==> config.mk <==
export PLATFORM = sky130hd
export DESIGN_NAME = load_store_unit
export DESIGN_NICKNAME = d
export VERILOG_FILES = /design/src/rtl/load_store_unit.sv
export SDC_FILE = /design/constraint.sdc
export NUM_CORES = 1
export LEC_CHECK = 0
export CAP_MARGIN = 10
export CORE_MARGIN = 5
export CORE_UTILIZATION = 45
export DETAILED_ROUTE_END_ITERATION = 8
export PLACE_DENSITY_LB_ADDON = 0.12
export REMOVE_ABC_BUFFERS = 1
export SYNTH_ARGS = -nofsm -noshare
export SYNTH_HDL_FRONTEND = slang
export SYNTH_SLANG_ARGS = --single-unit
export TNS_END_PERCENT = 1
==> constraint.sdc <==
create_clock -name Clk -period 3.5 [get_ports Clk]
set_input_delay 0.35 -clock Clk [delete_from_list [all_inputs] [get_ports Clk]]
set_output_delay 0.35 -clock Clk [all_outputs]
set_load 0.005 [all_outputs]
==> src/rtl/load_store_unit.sv <==
// load_store_unit
//   Byte/halfword/word load-store front end for a word-wide Memory block.
//   Sub-word stores use read-modify-write because Memory commits whole words.
//   Misaligned requests and size 2'b11 complete with resp_err and never touch Memory.
//
// Ports
//   Clk, Reset          clock and synchronous active-high reset
//   req_valid/req_ready request handshake; req_ready is high only in IDLE
//   req_write           1 = store, 0 = load
//   req_size            00 byte, 01 half, 10 word, 11 illegal
//   req_signed          load extension (sign when 1, zero when 0)
//   req_addr/req_wdata  byte address and store data (sub-word data in the low bits)
//   resp_valid          one-cycle completion pulse
//   resp_rdata          load result (0 for stores and errors)
//   resp_err            misaligned or illegal size
//   mem_Address         Memory address (word-indexed when WORD_ADDR=1)
//   mem_writeData       Memory write data
//   mem_writeEnable     Memory write strobe
//   mem_MemData         Memory combinational read data for mem_Address
module load_store_unit #(
  parameter bit WORD_ADDR = 1'b1
) (
  input  logic        Clk,
  input  logic        Reset,
  input  logic        req_valid,
  output logic        req_ready,
  input  logic        req_write,
  input  logic [1:0]  req_size,
  input  logic        req_signed,
  input  logic [31:0] req_addr,
  input  logic [31:0] req_wdata,
  output logic        resp_valid,
  output logic [31:0] resp_rdata,
  output logic        resp_err,
  output logic [31:0] mem_Address,
  output logic [31:0] mem_writeData,
  output logic        mem_writeEnable,
  input  logic [31:0] mem_MemData
);

  localparam int NUM_LANES = 4;

  typedef enum logic [1:0] {IDLE, RD, WR, RESP} state_t;

  // Latched request. Only the byte offset of the address is kept: the word
  // address goes straight into mem_Address at accept. Store data is kept
  // already replicated across lanes so the merge is a per-lane mux.
  typedef struct packed {
    logic        write;
    logic [1:0]  size;
    logic        sgn;
    logic [1:0]  off;
    logic [31:0] wdata;
  } req_t;

  state_t state;
  req_t   rq;
  logic   weReg;

  logic                        reqErr;
  logic [31:0]                 wdataRep;
  logic [31:0]                 memAddrNext;
  logic [NUM_LANES-1:0]        byteEn;
  logic [NUM_LANES-1:0][7:0]   merged;
  logic [31:0]                 shifted;
  logic [31:0]                 loadData;

  assign req_ready = (state == IDLE);

  // A write in a reset cycle must never reach Memory.
  assign mem_writeEnable = weReg & ~Reset;

  always_comb begin
    reqErr = 1'b0;
    case (req_size)
      2'b01:   reqErr = req_addr[0];
      2'b10:   reqErr = (req_addr[1:0] != 2'b00);
      2'b11:   reqErr = 1'b1;
      default: reqErr = 1'b0;
    endcase
  end

  always_comb begin
    case (req_size)
      2'b00:   wdataRep = {4{req_wdata[7:0]}};
      2'b01:   wdataRep = {2{req_wdata[15:0]}};
      default: wdataRep = req_wdata;
    endcase
  end

  assign memAddrNext = WORD_ADDR ? {2'b00, req_addr[31:2]} : {req_addr[31:2], 2'b00};

  always_comb begin
    case (rq.size)
      2'b00:   byteEn = 4'b0001 << rq.off;
      2'b01:   byteEn = rq.off[1] ? 4'b1100 : 4'b0011;
      default: byteEn = 4'b1111;
    endcase
  end

  // Read-modify-write merge: target lanes from the store, rest from Memory.
  for (genvar k = 0; k < NUM_LANES; k++) begin : gLane
    assign merged[k] = byteEn[k] ? rq.wdata[8*k +: 8] : mem_MemData[8*k +: 8];
  end

  // Move the addressed lane down to bit 0, then extend. Halves are aligned
  // here, so a byte-granular shift selects them correctly.
  assign shifted = mem_MemData >> {rq.off, 3'b000};

  always_comb begin
    case (rq.size)
      2'b00:   loadData = {{24{rq.sgn & shifted[7]}},  shifted[7:0]};
      2'b01:   loadData = {{16{rq.sgn & shifted[15]}}, shifted[15:0]};
      default: loadData = mem_MemData;
    endcase
  end

  always_ff @(posedge Clk) begin
    if (Reset) begin
      state         <= IDLE;
      rq            <= '0;
      weReg         <= 1'b0;
      resp_valid    <= 1'b0;
      resp_rdata    <= '0;
      resp_err      <= 1'b0;
      mem_Address   <= '0;
      mem_writeData <= '0;
    end else begin
      case (state)
        IDLE: begin
          weReg      <= 1'b0;
          resp_valid <= 1'b0;
          if (req_valid) begin
            rq <= '{write: req_write, size: req_size, sgn: req_signed,
                    off: req_addr[1:0], wdata: wdataRep};
            if (reqErr) begin
              state      <= RESP;
              resp_valid <= 1'b1;
              resp_err   <= 1'b1;
              resp_rdata <= '0;
            end else if (req_write && req_size == 2'b10) begin
              // Whole-word store needs no read.
              state         <= WR;
              mem_Address   <= memAddrNext;
              mem_writeData <= req_wdata;
              weReg         <= 1'b1;
            end else begin
              state       <= RD;
              mem_Address <= memAddrNext;
            end
          end
        end
        RD: begin
          // mem_MemData is the word at mem_Address; sample it at this edge.
          if (rq.write) begin
            state         <= WR;
            mem_writeData <= merged;
            weReg         <= 1'b1;
          end else begin
            state      <= RESP;
            resp_valid <= 1'b1;
            resp_err   <= 1'b0;
            resp_rdata <= loadData;
          end
        end
        WR: begin
          state      <= RESP;
          weReg      <= 1'b0;
          resp_valid <= 1'b1;
          resp_err   <= 1'b0;
          resp_rdata <= '0;
        end
        RESP: begin
          state      <= IDLE;
          resp_valid <= 1'b0;
          resp_err   <= 1'b0;
          resp_rdata <= '0;
        end
        default: state <= IDLE;
      endcase
    end
  end

endmodule
==> impl_metrics.csv <==
group,metric,value,unit
run_status,outcome,"completed",
clock_tree,ctsHoldBuffers,0,
critical_path,worstPathArrival,2.88,ns
routing,wl_per_cell,18.95,um
timing,hold_violations,0,
die,core,0.01464,mm^2
power_and_ir_drop,p_leak,3.392,nW
grt,grt_overflow,0,
timing,fmax,0.3969,GHz
routing,wl,21680,um
timing,hold_ws,0.4524,ns
critical_path,crit_path_start_kind,"flip-flop",
critical_path,critPathLaunch,"state[1]",
synthesis,synth_edf_count,0,
routing,ant_nets,0,
timing,fin_ws,0.9804,ns
routing,routed.top_layer,"met4",
synthesis,ys_types,52,
synthesis,syn_avg_cell_area,8.704,um^2
routing,post-route-drc-count,0,
synthesis,async_reset_ff_frac,0,
critical_path,reg2reg_from,"state[1]",
power_and_ir_drop,p_per_area,636.8,mW/mm^2
grt,grt_max_degree,50,
power_and_ir_drop,max-vdd-ir-drop,0.0003631,V
grt,grt_pass1_wl,34540,um
finish,diodes,0,
placement,portBuffers,200,
timing,fin_skew,0.01217,ns
timing,rsz0062_at_grt,"false",
synthesis,yosysSeqAreaShare,0.4050,
grt,grt_antenna_before_repair,0,
clock_tree,cts_tree,"done",
die,die_area,0.01760,mm^2
clock_tree,clk_pin_slew,0.06,ns
die,die_w,132.7,um
timing,setup_viol,0,
synthesis,synth_area_leaders,"dfxtp_1 41%, nand2_1 7.5%, o32ai_2 4.8%",
synthesis,synthCells,778,
synthesis,syn_area,0.006771,mm^2
timing,min_period_over_period,0.7199,
grt,grt_pass1_vias,6553,
critical_path,required,3.86,ns
routing,routed_via_density,5.702,
die,die_h,132.7,um
timing,tns,0,ns
synthesis,yosysWarnings,0,
clock_tree,ctsHtreeMaxLevel,4,
finish,syn_to_final_growth,39.54,%
synthesis,synthTopCellsByCount,"137 x dfxtp_1, 135 x nand2_1, 63 x a21oi_1",
clock_tree,cts_setup_buffers,0,
routing,wl_met1,9110,um
routing,wl_met3,2232,um
flow_run,maxCapViolCount,0,
clock_tree,cts_buffers,17,
timing,worstMarginPinSlew,1.170,ns
synthesis,yosysTopAreaCell,"dfxtp_1",
min_path,hp-start,"rq[5]",
routing,drt-initial-drc-count,617,
clock_tree,cts.root.buffer_cell,"clkbuf_16",
timing,drv_slew,0,
clock_tree,cts-resized-gates,0,
placement,place.gp.congestion,0.9073,
grt,grt_usage,0.2414,
placement,hpwl,15840,um
synthesis,yosysMostFrequentCell,"dfxtp_1",
synthesis,ys.flop_type,"dfxtp_1",
timing,slew_headroom,0.2118,
finish,fill_cells,1196,
critical_path,criticalPathCategory,"reg -> reg",
die,io_pins,203,
clock_tree,insertion_delay,0.43,ns
routing,drt-pass1-iter-count,6,
finish,fin_nets,1055,
synthesis,synth_seq_cells,137,
timing,period_minus_slack,2.520,ns
placement,dp_worst_setup_slack,0.6620,ns
critical_path,critPathCaptureType,"flip-flop",
critical_path,cp_max_fo,16,
min_path,min_path_type,"reg -> reg",
finish,drive_gt1_frac,0.1000,
clock_tree,cts_sinks,137,
critical_path,regToRegSetupSlack,0.98,ns
die,rows,44,
routing,wl_met2,10060,um
clock_tree,cts_buffer_depth,2,
synthesis,netlist.area_leader.share,0.4050,
die,initial_core_util,0.4624,
routing,dr_total_vias,6523,
==> state kept, by name (all words and copies together), names as in the netlist <==
| name | count |
|---|---|
| mem_writeData | 32 |
| state | 2 |
| resp_err | 1 |
| mem_Address | 30 |
| weReg | 1 |
| rq | 38 |
| resp_rdata | 32 |
| resp_valid | 1 |
==> worst max-delay path, stage by stage, from the launching register on <==
cell	delay [ns]
dfxtp_1	0.34
inv_1	0.12
ha_1	0.17
nor2b_1	0.43
nand2b_1	0.26
nor2_1	0.88
a22o_1	0.24
==> area by class of cell <==
type,instances,area (um^2),share of cell area
Inverter,39,146.4,0.01549
Clock buffer,25,505.5,0.05350
Clock inverter,7,112.6,0.01192
Tap cell,184,230.2,0.02436
Multi-Input combinational cell,533,3560,0.3767
Timing Repair Buffer,219,2152,0.2278
Sequential cell,137,2743,0.2903
==> through the flow <==
stage / util / power (mW) / cell area [um^2] / instances
2_1_floorplan: - / 3.203 / 6434 / 709
4_1_cts: 0.6452 / 6.038 / 9449 / 1144
6_report: 0.6452 / 6.017 / 9449 / 1144
5_1_grt: 0.6452 / 6.349 / 9449 / 1144
3_3_place_gp: 0.6030 / 4.106 / 8831 / 1112
3_5_place_dp: 0.6030 / 4.167 / 8831 / 1112
==> per-layer routing <==
| metal | vias to the layer above | global-route usage |
|---|---|---|
| met3 | 24 | 0.08884 |
| met2 | 270 | 0.3866 |
| met5 | - | 0 |
| met4 | 0 | 0.07217 |
| li1 | 3138 | - |
| met1 | 3091 | 0.3052 |
==> kinds of logic after synthesis <==
family	after synthesis	synth area share
flip-flops	137	0.4050
multiplexers	30	0.04859
other	1	0.0005538
buffers and inverters	109	0.07206
AND/OR/NAND/NOR	224	0.1441
AO/OA/AOI/OAI	272	0.3204
adder cells (fa/ha/maj)	5	0.009239
==> cells in the final DEF, fill, tap and decap left out, drive strengths merged, types with 2 or more instances in the layout <==
master         netlist  routed
a211oi              34      34
a21boi              16      16
a21o                 3       3
a21oi               63      63
a221o               16      16
a22o                16      16
a22oi               14      14
a311oi              11      11
a31oi                2       2
a32o                 8       8
and2                 4       4
buf                 25      20
bufinv               0       3
clkbuf              45      25
clkdlybuf4s50        0     199
clkinv               0       3
conb                 1       2
dfxtp              137     137
ha                   5       5
inv                 39      39
mux2                10      10
mux2i               19      19
nand2              135     135
nand2b               6       6
nand3                2       2
nor2                46      46
nor2b               14      14
nor3                 4       4
o211a                8       8
o211ai              24      24
o21ai               25      25
o21bai               2       2
o32ai               24      24
or2                  8       8
==> final timing paths <==
| path | endpoint | cells after the start |
|---|---|---|
| hold / removal | rq[5] | 2 |
| setup / recovery | resp_rdata[14] | 6 |
| setup reg to reg | resp_rdata[14] | 6 |
| hold reg to reg | rq[5] | 2 |
==> where the power goes <==
part           leakage, nW  switching (mW)  total (mW)  internal (mW)
Sequential            1.11           0.169        2.01           1.84
Combinational         1.97            1.21        2.15          0.946
Clock                0.303           0.648        1.86           1.21
Total                 3.39            2.02        6.02           4.00
(Power assumes the default switching activity.)
==> RTL change 1: new RTL, same settings <==
Reset style: asynchronous (`Reset`), changed in one clocked block. Comments in the files are not updated.
--- a/src/rtl/load_store_unit.sv
+++ b/src/rtl/load_store_unit.sv
@@ -116,5 +116,5 @@
   end
 
-  always_ff @(posedge Clk) begin
+  always_ff @(posedge Clk or posedge Reset) begin
     if (Reset) begin
       state         <= IDLE;
Check against the original RTL: differs if Reset is asserted again (counterexample within 4 cycles, from zero or initial values and one cycle with Reset high); with Reset held inactive, the same outputs for 4 cycles.
==> RTL change 1 against the unedited design <==
- routed wire length grew 4.9%
- sequential cell count is the same
- setup slack lost 2.7 ps
- power grew 41%
- synthesized area grew 5.6%
- design area grew 4.8%
- global-route usage grew 0.93 points
==> RTL change 1: results <==
[run_status]
run_status = complete, no violations

[synthesis]
synth.distinct_cells = 56
synthAdderAreaFrac_pct = 0.8749
synthTopCellsByCount = 137 x dfrtp_1, 79 x nand2_1, 58 x mux2i_1
synth_warnings = 0
ys_async_sr_fraction_pct = 100.0
synth-compound-area-share_pct = 22.38
synth_flop_cell = dfrtp_1
syn_avg_cell_area_um2 = 11.33
yosysSeqAreaShare_pct = 47.94
ys_top_cells_by_area = dfrtp_1 48%, mux2i_1 8.1%, mux2_1 5.5%
synth_xor_xnor_area_share_pct = 0
synth.mux.area_fraction_pct = 16.19

[drt]
firstDrtPassIters = 5
vias = 6044
wl_per_cell_um = 21.79
drtIter0Drc = 445
drc = 0

[setup_path]
cpPeakStageDelay_ps = 860
cp_max_fo = 32
arrival_ps = 2780
cp_slowest_cell = or2_2
rrSetupSlack_ps = 980
path_delay_family = simple AND/OR/NAND/NOR gates

[clocking]
root_buffer = clkbuf_16
post-cts-setup-buffer-count = 0
clockBufferDepth = 2
clkSlewWorstSetupHoldPaths_ps = 60
post_cts_resized = 0
htreeDepth = 4
insertion_delay_ps = 420
cts_buffers = 17

[grt]
grt_pass1_vias = 6396
grt_pass1_wl_um = 35630
use_met3_pct = 5.366
grtUsageTotal_pct = 25.08
antenna_found_initial = 0
met2_usage_pct = 40.75
grt_use_met1_pct = 32.84
grt_max_degree = 61

[worst_hold_path]
hold_class = in2async

[pwr]
p_leak_nw = 4.202
total_switching_power_mw = 3.077
peakVddDrop_mv = 0.3724

[place]
gp_congestion = 0.9152
placed_area_um2 = 9286
port_buffers = 200
placed_cells = 1013
dp_hpwl_um = 15940

[cells_and_area]
top_regs = rq x38, mem_writeData x32, resp_rdata x32
fin_nets = 924
diodes = 0
drive_gt1_share_pct = 13.16
fin_cells = 1044

[timing]
finalClockSkew_ps = 8.048
holdWs_ps = 399.4
worst_pin_slew_ps = 1080
-- RTL change 1: area by class of cell --
type                       count  area (um^2)
sequential                   137         3428
timing repair buffer         216         2135
tap                          216        270.3
clock buffer                  21        470.5
multi-input combinational    435         3415
inverter                       9        38.79
fill                        1231         5814
clock inverter                10        141.4
-- RTL change 1: logic make-up (layout without fill, tap and decap cells) --
kind of cell             count (synthesis)  in the layout
buffers and inverters                   60            256
AO/OA/AOI/OAI                          194            194
adder cells (fa/ha/maj)                  5              5
flip-flops                             137            137
AND/OR/NAND/NOR                        126            126
other                                    1              2
multiplexers                           108            108
-- RTL change 1: power groups by stage --
stage | sequential (mW) | combinational (mW) | clock, mW
finish | 2.81 | 3.81 | 1.87
detailed placement | 2.83 | 3.81 | 0
global placement | 2.80 | 3.71 | 0
floorplan | 2.78 | 1.93 | 0
CTS | 2.81 | 3.83 | 1.88
global route | 2.90 | 4.11 | 1.95
-- RTL change 1: worst paths after layout --
check | start | end | cells past startpoint
max | state[0] | mem_writeData[30] | 6
min | Reset | resp_err | 2
max reg2reg | state[0] | mem_writeData[30] | 6
min reg2reg | rq[24] | rq[24] | 2
max in group asynchronous | Reset | mem_Address[22] | 3
min in group Clk | rq[24] | rq[24] | 2
-- RTL change 1: layer usage --
layer	up-vias	part of all wire, %
met5	-	0
met3	40	7.0
li1	2700	-
met4	0	2.5
met2	264	48
met1	3040	43
-- RTL change 1: through the flow --
step           util [%]  setup WS, ps
6_report          63.00         977.7
5_1_grt           63.00         786.4
4_1_cts           63.00         989.5
3_5_place_dp      59.10         721.3
3_3_place_gp      59.10         795.2
2_1_floorplan         -        -517.8
==> RTL change 2: new RTL, same flow settings <==
Without the edit above. Re-encode `state_t` (4 states) as Gray code, 2 bits wide.
--- a/src/rtl/load_store_unit.sv
+++ b/src/rtl/load_store_unit.sv
@@ -41,5 +41,5 @@
   localparam int NUM_LANES = 4;
 
-  typedef enum logic [1:0] {IDLE, RD, WR, RESP} state_t;
+  typedef enum logic [1:0] {IDLE = 2'b00, RD = 2'b01, WR = 2'b11, RESP = 2'b10} state_t;
 
   // Latched request. Only the byte offset of the address is kept: the word
Function: no difference found for any inputs over 4 cycles, from zero or initial values and one cycle with Reset high; so few cycles prove little.
==> RTL change 2 against the unedited design <==
- critical path depth decreased by 2
- via count decreased by 5.4%
- setup slack improved by 250 ps
- synthesized area decreased by 3.8%
- sequential cell count unchanged
- design area decreased by 2.5%
- count of clock-buffer cells in the layout decreased by 7
- routed wire length decreased by 4.1%
- critical endpoint is now resp_rdata[25]
- largest cell class unchanged
- highest routed layer is now met5
Power is not compared: it rests on default switching activity, and its combinational part moved more than twofold at a synthesized area within 25%.
==> RTL change 2: results <==
[place]
dpl_worst_slack_ps = 863.5
dp_hpwl_um = 14330
gp_congestion = 0.8811

[clocking]
cts_buffers = 17
post_cts_resized = 0
ctsHoldBuffers = 0

[setup_path]
arrival_ps = 2620
cp_slowest_cell = nor2_2
regToRegStartpoint = state[0]
rrSetupSlack_ps = 1230
cpPeakStageDelay_ps = 630
reg2reg_depth = 4

[drt]
wl_per_cell_um = 19.02
wl_met3_um = 2354
highest_layer = met5
drtIter0Drc = 641
dr_wl_met2_um = 9534
firstDrtPassIters = 5
met1_length_um = 8647

[cells_and_area]
fin_nets = 999
drive_gt1_share_pct = 6.601

[synthesis]
synth-compound-area-share_pct = 21.03
synth_xor_xnor_area_share_pct = 0
ys_top_cells_by_area = dfxtp_1 42%, mux2i_1 14%, nor2_1 6.7%
synthAdderAreaFrac_pct = 0
synthTopCellsByCount = 137 x dfxtp_1, 116 x nor2_1, 89 x mux2i_1
synth.mux.area_fraction_pct = 14.54
synth_warnings = 0

[worst_hold_path]
min_from = Reset
whs_endpoint = rq[37]
hold_class = in2reg

[run_status]
run_status = complete, no violations

[timing]
fin_crit_sh_pct = 64.80
worst_pin_slew_ps = 1064
holdWs_ps = 290.7
finalClockSkew_ps = 6.500

[grt]
grt_pass1_wl_um = 32110
grtUsageTotal_pct = 24.28
grt_max_degree = 98
antenna_found_initial = 1
==> RTL change 2: cell count changes after synthesis, moves of 14 or more <==
cell / delta
mux2i_1: +70
nor2_1: +70
nand2_1: -64
inv_1: -35
nand2b_1: +31
a32o_1: +24
o211ai_1: -24
clkbuf_1: -20
o32ai_2: -20
a21boi_0: -16
a22o_1: -15
a22oi_1: -14
==> RTL change 2: per-layer routing <==
layer	vias up	global-route usage, %
met2	280	38.90
li1	2938	-
met3	25	9.456
met5	-	0
met1	2925	30.57
met4	2	6.724
==> RTL change 2: power groups by stage <==
stage               combinational, mW  clock [mW]  sequential (mW)
global route                    0.717        2.11             1.69
CTS                             0.659        2.02             1.68
detailed placement              0.654           0             1.71
floorplan                       0.319           0             1.71
finish                          0.663        2.00             1.68
global placement                0.640           0             1.71
==> RTL change 2: per-stage QoR <==
step	instances	util [%]	cell area, um^2
3_3_place_gp	1060	59.38	8532
4_1_cts	1092	63.95	9189
2_1_floorplan	668	-	6211
3_5_place_dp	1060	59.38	8532
5_1_grt	1093	64.14	9216
6_report	1093	64.14	9216
==> RTL change 2: how the worst max path moves through the flow <==
stage / from / end
5_1_grt: state[0] / resp_rdata[26]
2_1_floorplan: state[1] / mem_Address[0]
3_3_place_gp: req_valid / rq[1]
3_5_place_dp: req_addr[0] / mem_Address[13]
6_report: state[0] / resp_rdata[25]
4_1_cts: state[0] / resp_rdata[25]
==> RTL change 2: area by class of cell <==
| type | instances | area (um^2) |
|---|---|---|
| clock buffer | 18 | 429.2 |
| sequential | 137 | 2743 |
| tap | 184 | 230.2 |
| clock inverter | 14 | 227.7 |
| inverter | 5 | 18.77 |
| multi-input combinational | 526 | 3483 |
| timing repair buffer | 209 | 2085 |
| fill | 1170 | 5152 |
